`src/rtl/mul_share_arbiter.sv`:
```
// Round-robin front end sharing one start/done signed multiplier between NREQ requesters.
// One op in flight: grant+start 1 cycle, wait for done (watchdog), then hold the response until rsp_ready.
module mul_share_arbiter #(
  parameter int NREQ    = 4,
  parameter int W       = 4,
  parameter int TIMEOUT = 15,
  localparam int IDW    = (NREQ > 1) ? $clog2(NREQ) : 1
) (
  input  logic                clock,
  input  logic                reset,
  input  logic [NREQ-1:0]     req,
  input  logic [NREQ*W-1:0]   a_in,
  input  logic [NREQ*W-1:0]   b_in,
  output logic [NREQ-1:0]     gnt,
  output logic                mul_strt,
  output logic [W-1:0]        mul_a,
  output logic [W-1:0]        mul_b,
  input  logic [2*W-1:0]      mul_p,
  input  logic                mul_done,
  output logic                rsp_valid,
  output logic [IDW-1:0]      rsp_id,
  output logic [2*W-1:0]      rsp_p,
  output logic                rsp_err,
  input  logic                rsp_ready
);

  localparam int CW = $clog2(TIMEOUT + 1);

  typedef enum logic [1:0] {
    ST_IDLE,
    ST_START,
    ST_WAIT,
    ST_RESP
  } state_t;

  state_t          state, state_nxt;
  logic [IDW-1:0]  ptr;
  logic [CW-1:0]   wait_cnt;
  logic            win_vld;
  logic [IDW-1:0]  win_id;
  logic            load_op, clr_cnt, inc_cnt, cap_done, cap_to;

  // Walk downward so the last hit is the nearest requester after the pointer.
  always_comb begin
    win_vld = 1'b0;
    win_id  = '0;
    for (int k = NREQ; k >= 1; k--) begin
      if (req[(int'(ptr) + k) % NREQ]) begin
        win_vld = 1'b1;
        win_id  = IDW'((int'(ptr) + k) % NREQ);
      end
    end
  end

  always_ff @(posedge clock or negedge reset) begin
    if (!reset) begin
      state <= ST_IDLE;
    end else begin
      state <= state_nxt;
    end
  end

  always_comb begin
    state_nxt = state;
    load_op   = 1'b0;
    clr_cnt   = 1'b0;
    inc_cnt   = 1'b0;
    cap_done  = 1'b0;
    cap_to    = 1'b0;
    gnt       = '0;
    mul_strt  = 1'b0;
    rsp_valid = 1'b0;
    case (state)
      ST_IDLE: begin
        if (win_vld) begin
          load_op   = 1'b1;
          state_nxt = ST_START;
        end
      end
      ST_START: begin
        gnt[rsp_id] = 1'b1;
        mul_strt    = 1'b1;
        clr_cnt     = 1'b1;
        state_nxt   = ST_WAIT;
      end
      ST_WAIT: begin
        // done has priority over an expiring watchdog on the same edge
        if (mul_done) begin
          cap_done  = 1'b1;
          state_nxt = ST_RESP;
        end else if (wait_cnt == CW'(TIMEOUT - 1)) begin
          cap_to    = 1'b1;
          state_nxt = ST_RESP;
        end else begin
          inc_cnt = 1'b1;
        end
      end
      ST_RESP: begin
        rsp_valid = 1'b1;
        if (rsp_ready) begin
          state_nxt = ST_IDLE;
        end
      end
      default: state_nxt = ST_IDLE;
    endcase
  end

  always_ff @(posedge clock or negedge reset) begin
    if (!reset) begin
      ptr      <= IDW'(NREQ - 1);
      mul_a    <= '0;
      mul_b    <= '0;
      rsp_id   <= '0;
      rsp_p    <= '0;
      rsp_err  <= 1'b0;
      wait_cnt <= '0;
    end else begin
      if (load_op) begin
        ptr    <= win_id;
        rsp_id <= win_id;
        mul_a  <= a_in[win_id*W +: W];
        mul_b  <= b_in[win_id*W +: W];
      end
      if (clr_cnt) begin
        wait_cnt <= '0;
      end else if (inc_cnt) begin
        wait_cnt <= wait_cnt + 1'b1;
      end
      if (cap_done) begin
        rsp_p   <= mul_p;
        rsp_err <= 1'b0;
      end else if (cap_to) begin
        rsp_p   <= '0;
        rsp_err <= 1'b1;
      end
    end
  end

endmodule

```
`config.mk`:
```
export PLATFORM = sky130hd
export DESIGN_NAME = mul_share_arbiter
export DESIGN_NICKNAME = d
export VERILOG_FILES = /design/src/rtl/mul_share_arbiter.sv
export SDC_FILE = /design/constraint.sdc
export NUM_CORES = 1
export LEC_CHECK = 0
export CORE_MARGIN = 1.5
export CORE_UTILIZATION = 25
export CTS_CLUSTER_SIZE = 25
export DETAILED_ROUTE_END_ITERATION = 16
export GPL_TIMING_DRIVEN = 0
export PLACE_DENSITY = 0.57
export SLEW_MARGIN = 20
export SYNTH_ARGS = -nofsm -noshare
export SYNTH_HDL_FRONTEND = slang
export SYNTH_SLANG_ARGS = --single-unit
```
`constraint.sdc`:
```
create_clock -name clock -period 2.63 [get_ports clock]
set_input_delay 0.263 -clock clock [delete_from_list [all_inputs] [get_ports clock]]
set_output_delay 0.263 -clock clock [all_outputs]
set_load 0.02 [all_outputs]
```
======== Word-level counts from Yosys, hierarchy flattened ========
Index checks and enable logic that the tools add are counted.
operators by class
  add/subtract/negate cells ............... 5
  magnitude comparators ................... 6
  equal/unequal tests ..................... 7
  shifts and indexed selects .............. 2
  mux-type cells .......................... 46
  bitwise operators ....................... 4
  reductions and logical operators ........ 9
operators by type and width
  cell                                                                    number
  16-bit by 5-bit variable part select with 4-bit output                  2
  1-bit two-way mux                                                       27
  3-bit by 4-bit < comparator with 1-bit output (second input constant)   4
  2-bit two-way mux                                                       8
  8-bit two-way mux                                                       2
  4-bit two-way mux                                                       3
  1-bit binary-select mux with 2-bit select                               4
  2-bit case mux with 4 select lines                                      1
  2-bit OR reduction                                                      4
  2-bit by 1-bit adder with 2-bit output (second input constant)          2
  2-bit adder (second input constant)                                     2
  4-bit by 1-bit adder with 4-bit output (second input constant)          1
  1-bit bitwise AND (first input constant)                                4
  2-bit equality test (second input constant)                             2
  4-bit equality test (second input constant)                             1
  2-bit != test (second input constant)                                   2
  2-bit nonzero test                                                      2
  2-bit by 3-bit < comparator with 1-bit output (second input constant)   1
  3-bit != test (second input constant)                                   1
  3-bit AND reduction                                                     1
  1-bit demux with 2-bit select                                           1
  2-bit by 1-bit equality test with 1-bit output (second input constant)  1
  2-bit by 1-bit >= comparator with 1-bit output (second input constant)  1
  2-bit logical NOT                                                       1
  1-bit logical AND                                                       1
storage, ports and cells
  register bits ........................... 27
  input bits .............................. 48
  output and inout bits ................... 25
  word-level logic and storage cells ...... 87

======== Logic depth before layout (Yosys ltp) ========
Gate-level depths: netlist (run 1).
  depth after elaboration ................. 12
  gate-level depth with buffers ........... 7
  depth with buffers taken out ............ 7

======== Worst setup path before layout (run 1) ========
OpenSTA, ideal clock, no wires.
  path type ............................... reg2out
  from .................................... register state[1]
  to ...................................... output gnt[0]
  arrival time ............................ 1.442 ns
  required time ........................... 2.367 ns
  setup slack ............................. 0.925 ns
  cell stages (with the launch flop) ...... 4
  path buffers ............................ 0
  path through ............................ dfrtp_1 > inv_1 > ha_1 > nor3b_1
on the way
  longest elaborated chain between the ends .. 2
RTL lines
  what                                            RTL line  RTL
  start: declaration                              36        state_t state, state_nxt;
  start signal: assignment                        59        state <= state_nxt;
  2-bit by 1-bit equality test with 1-bit output  73        case (state)
  4-bit two-way mux                               73
  end: declaration                                14        output logic [NREQ-1:0] gnt,
Every way passes these cells.

======== Worst setup path in the final report (run 1) ========
Ends and elaborated chain as after synthesis.

==> results of run 1 <==
-- cells by family (layout without fill, tap and decap cells) --
group,after synthesis,count (layout),share of synthesized area
flip-flops,27,27,0.438
buffers and inverters,8,84,0.0267
AO/OA/AOI/OAI,50,50,0.264
multiplexers,9,9,0.0582
AND/OR/NAND/NOR,39,39,0.140
XOR/XNOR,3,3,0.0170
adder cells (fa/ha/maj),7,7,0.0566
-- synthesized netlist by cell type, types with 2 or more instances --
master     n
a22o_1     8
inv_1      4
nor2_1    19
and2_1     2
nand2_1    5
dfstp_2    2
clkbuf_1   3
ha_1       7
o21ai_0    4
a21oi_1    4
nand2b_1   5
o21a_1     8
xor2_1     2
dfrtp_1   25
mux2i_1    9
a211oi_1  15
-- registers in the layout, indices dropped and copies added, names as in the netlist --
signal and cells:
mul_a 4, mul_b 4, ptr 2, rsp_err 1, rsp_id 2, rsp_p 8
state 2, wait_cnt 4
-- through the flow --
stage | utilization | power (W) | instances | cell area [sq um] | hold slack (ps)
floorplan | - | 0.00161 | 143 | 1550 | -32.6
global placement | 0.397 | 0.00217 | 290 | 2360 | 485
detailed placement | 0.396 | 0.00218 | 290 | 2360 | 323
CTS | 0.404 | 0.00244 | 294 | 2410 | 15.7
global route | 0.404 | 0.00260 | 294 | 2410 | 38.9
finish | 0.404 | 0.00240 | 294 | 2410 | -8.09
-- cell usage in the layout, fill, tap and decap left out, types with 2 or more instances in the layout --
cell,netlist,final
a211oi_1,15,15
a21oi_1,4,4
a22o_1,8,8
and2_1,2,2
clkbuf_1,3,3
clkbuf_8,0,3
clkdlybuf4s50_1,0,71
dfrtp_1,25,25
dfstp_2,2,2
ha_1,7,7
inv_1,4,4
mux2i_1,9,9
nand2_1,5,5
nand2b_1,5,5
nor2_1,19,19
o21a_1,8,8
o21ai_0,4,4
xor2_1,2,2
-- critical path, stage by stage, from the launching register on --
cell             delay, ps
dfrtp_1                410
inv_1                  120
ha_1                   340
nor3b_1                220
clkdlybuf4s50_1        630
-- cell type report --
type / count / area [sq um]
buffer: 4 / 26.3
inverter: 4 / 15.0
clock buffer: 3 / 41.3
sequential: 27 / 678
timing repair buffer: 72 / 716
multi-input combinational: 108 / 828
clock inverter: 1 / 7.51
tap: 75 / 93.8
fill: 602 / 3550
-- power breakdown --
group / internal [W] / switching (W) / total [W] / leakage, nW
combinational: 0.000675 / 0.000727 / 0.00140 / 0.633
sequential: 0.000612 / 0.000137 / 0.000749 / 0.325
clock: 0.000108 / 0.000139 / 0.000246 / 0.0217
-- layer usage --
metal,track usage,vias to the layer above,share of wire
li1,-,680,-
met1,0.172,615,0.49
met2,0.194,26,0.47
met3,0.00333,4,0.030
met4,0.0407,0,0.012
met5,0,-,0
-- worst min-delay path by stage --
stage,slack (ps),startpoint,to,cells past startpoint
after CTS,20,reset,wait_cnt[2],1
after global placement,490,rsp_p[6],rsp_p[6],1
after detailed placement,320,reset,mul_b[1],1
after floorplan,-30,reset,mul_a[0],0
final,-8,reset,mul_b[1],1
after global routing,40,reset,rsp_p[7],1
==> impl_metrics.tcl, run 1 <==
set metrics [dict create \
    num_rows 28 \
    tritoncts "done" \
    synthArstFlopShare 1.00 \
    antennaDiodeCount 0 \
    rr_endpoint "mul_a[0]" \
    wl_per_cell_microns 13.6 \
    post_cts.repair.setup_buffers 0 \
    holdBufCountCts 0 \
    critPathLaunch "state[1]" \
    viasPerCell 4.51 \
    r2r_cells 6 \
    drc 0 \
    synth_edf_count 0 \
    whs_ps -8.09 \
    violations "negative hold slack" \
    setup_tns_ps 0 \
    worstSetupStartpointType "flip-flop" \
    reg2reg_from "ptr[1]" \
    endpoint "gnt[0]" \
    ys_ff_latch 27 \
    fin_crit_sh 0.856 \
    syn_area_sq_mm 0.00155 \
    ys.flop_type "dfrtp_1" \
    h-tree-depth 1 \
    first_pass_iters 2 \
    rrSetupSlack_ps 750 \
    die_area_sq_mm 0.00667 \
    clk_path_buf_depth 2 \
    path_clk_slew_ps 100 \
    cts.sink_count 27 \
    hpwlAfterDp_microns 3110 \
    global_route.overflow_total 0 \
    synth_top_area_share 0.404 \
    grt_start_max_net_pins 28 \
    syn-num-nets 198 \
    pin_count 73 \
    critPathCaptureType "primary output" \
    power_density_mw_per_mm2 996 \
    hold_viol 13 \
    status "complete, but fails checks" \
    initial_utilization 0.260 \
    portBuffers 72 \
    die_w_microns 81.7 \
    fmax_ghz 0.444 \
    crit_required_ps 2370 \
    slew_headroom 0.565 \
    place_congestion 0.749 \
    avgSynthCellArea_sq_um 10.8 \
    final.setup_skew_ps 1.60 \
    syn_inst 143 \
    worst_slack_ps 379 \
    area_delta_synth_final_pct 55.5 \
    arrival_ps 1990 \
    cts_made_buffers 3 \
    ant_nets 0 \
    grt_usage 0.120 \
    cellLeakagePower_nw 0.980 \
    grt_pass1_wl_microns 6120 \
    routed_wl_microns 4010 \
    ys_seq_area_frac 0.438 \
    cts.repair.resized 0 \
    worst-setup-path-type "reg -> out" \
    drive_gt1_frac 0.0731 \
    min_period_ps 2250 \
    path_max_fanout 9 \
    min_path_type "in -> async" \
    clkLatencyLatePin_ps 270 \
    vias 1325 \
    final_nets 275 \
    yosysWarnings 0 \
    maxCapViolCount 0 \
    finalMaxSlewViolations 0 \
    drt-initial-drc-count 45 \
    ctsRootBufferMaster "clkbuf_8" \
    synth_top_cell_by_area "dfrtp_1" \
    synthTopCellsByArea "dfrtp_1, a211oi_1, mux2i_1" \
    tightest_slew_ps 648 \
    coreArea_sq_mm 0.00596 \
    antenna_found_initial 0 \
    max-vdd-ir-drop_uv 351 \
    setup_viol 0 \
    die_y_microns 81.7 \
    post-place-ws_ps 357 \
    rsz0062_at_grt "no" \
    synthDistinctLibCells 37 \
    grt_pass1_vias 1259 \
]
Note: power is estimated with default switching activity, not from simulation.
==> inputs of run 2 (changes only) <==
Settings changed: CORE_MARGIN 1.5 to 2, HOLD_SLACK_MARGIN set to 0.15.
==> run 2 against run 1 <==
The flow now finishes without violations. First-iteration DRC count rose by 6.7%. Clock power fell by 4%. Design area rose by 0.26%. Critical path type unchanged. Largest cell class unchanged. Highest routed layer unchanged.
==> impl_metrics.tcl, run 2 (synthesized netlist as in run 1, its figures left out) <==
set metrics [dict create \
    status "completed" \
    met2_usage 0.189 \
    largest_reg_flops 8 \
    grt_use_met1 0.190 \
    tightest_slew_ps 666 \
    max-vdd-ir-drop_uv 404 \
    worst-setup-path-type "reg -> out" \
    min_path_type "reg -> reg" \
    final.setup_skew_ps 1.24 \
    worst-path-buf-inv 2 \
    slew_headroom 0.553 \
    dp.cells 290 \
    grt_usage 0.128 \
    path_max_fanout 9 \
    cellLeakagePower_nw 0.986 \
    top_register "rsp_p" \
    cp_slowest_stage_delay_ps 630 \
    final_nets 276 \
    worst_slack_ps 360 \
    finalMaxSlewViolations 0 \
    tritoncts "done" \
    global_route.overflow_total 0 \
    cpMaxStageDelayCell "clkdlybuf4s50_1" \
    critPathCaptureType "primary output" \
    die_area_sq_mm 0.00684 \
    hp-start "rsp_p[6]" \
    holdBufCountCts 1 \
    drive_gt1_frac 0.0682 \
    routed_wl_microns 4160 \
    rrSetupSlack_ps 750 \
    pin_count 73 \
    clkLatencyLatePin_ps 270 \
    cpLargestDelayFamily "buffers and inverters" \
    path_cells "inv_1 > ha_1 > nor3b_1 > clkdlybuf4s50_1" \
    place_congestion 0.738 \
    fmax_ghz 0.441 \
    post-place-ws_ps 417 \
    arrival_ps 2010 \
    hold_path_depth 1 \
    layout_common_cells "clkdlybuf4s50_1, dfrtp_1, nor2_1" \
    reg2reg_from "ptr[1]" \
    cts.repair.resized 0 \
    portBuffers 72 \
    fin_crit_sh 0.863 \
    fin_cells 295 \
    hold_viol 0 \
    grt_start_max_net_pins 28 \
    cts_made_buffers 3 \
    post_cts.repair.setup_buffers 0 \
    initial_utilization 0.260 \
    crit_required_ps 2370 \
    grtUsageMet3 0.0174 \
    wl_per_cell_microns 14.1 \
    die_y_microns 82.7 \
    viasPerCell 4.58 \
    h-tree-depth 1 \
    hpwlAfterDp_microns 3210 \
    area_delta_synth_final_pct 55.9 \
    setup_tns_ps 0 \
    min_period_ps 2270 \
    hold_path_end "rsp_p[6]" \
    cts.sink_count 27 \
    die_w_microns 82.7 \
    clk_path_buf_depth 2 \
    coreArea_sq_mm 0.00596 \
    maxCapViolCount 0 \
    ctsRootBufferMaster "clkbuf_8" \
    grt_pass1_wl_microns 6650 \
    final_common_cell "clkdlybuf4s50_1" \
    rr_endpoint "mul_a[2]" \
    grt_busiest_layer "met1" \
    grt_pass1_vias 1339 \
    antennaDiodeCount 0 \
    power_density_mw_per_mm2 996 \
    setup_viol 0 \
    rsz0062_at_grt "no" \
    first_pass_iters 4 \
    antenna_found_initial 0 \
    path_clk_slew_ps 90 \
    drt-initial-drc-count 48 \
    num_rows 28 \
    worstSetupStartpointType "flip-flop" \
    r2r_cells 6 \
    drc 0 \
    vias 1351 \
    ant_nets 0 \
]
## run 2: how the worst max path moves through the flow
stage               end  startpoint  slack (ps)  cells past startpoint
3_3_place_gp   mul_b[2]      req[3]         440                      5
6_report         gnt[0]    state[1]         360                      4
4_1_cts          gnt[0]    state[1]         320                      4
5_1_grt          gnt[0]    state[1]         220                      4
2_1_floorplan    gnt[0]    state[1]         930                      3
3_5_place_dp   mul_a[3]      req[2]         420                      6
## run 2: cell type report
type,instances,area [sq um]
sequential,27,678
buffer,4,26.3
multi-input combinational,108,828
inverter,4,15.0
timing repair buffer,73,726
tap,75,93.8
clock buffer,4,45.0
fill,605,3540
## run 2: where the power goes
part | switching (W) | internal [W] | leakage (nW) | total [W]
logic | 0.000738 | 0.000677 | 0.637 | 0.00142
registers | 0.000138 | 0.000612 | 0.325 | 0.000750
clock network | 0.000129 | 0.000109 | 0.0228 | 0.000237
## run 2: routing by layer
layer,share of wire,wire length [microns],vias to the layer above
met5,0,0,-
li1,-,-,683
met4,0.011,46,0
met3,0.031,128,4
met2,0.48,2010,25
met1,0.48,1980,639
## run 2: stage by stage
stage	util	hold slack [ps]	instance area [sq um]	power (W)
after floorplan	-	-32.6	1550	0.00161
after global placement	0.397	488	2360	0.00218
after detailed placement	0.396	327	2360	0.00219
after CTS	0.405	510	2410	0.00244
after global routing	0.405	525	2410	0.00260
final	0.405	503	2410	0.00240
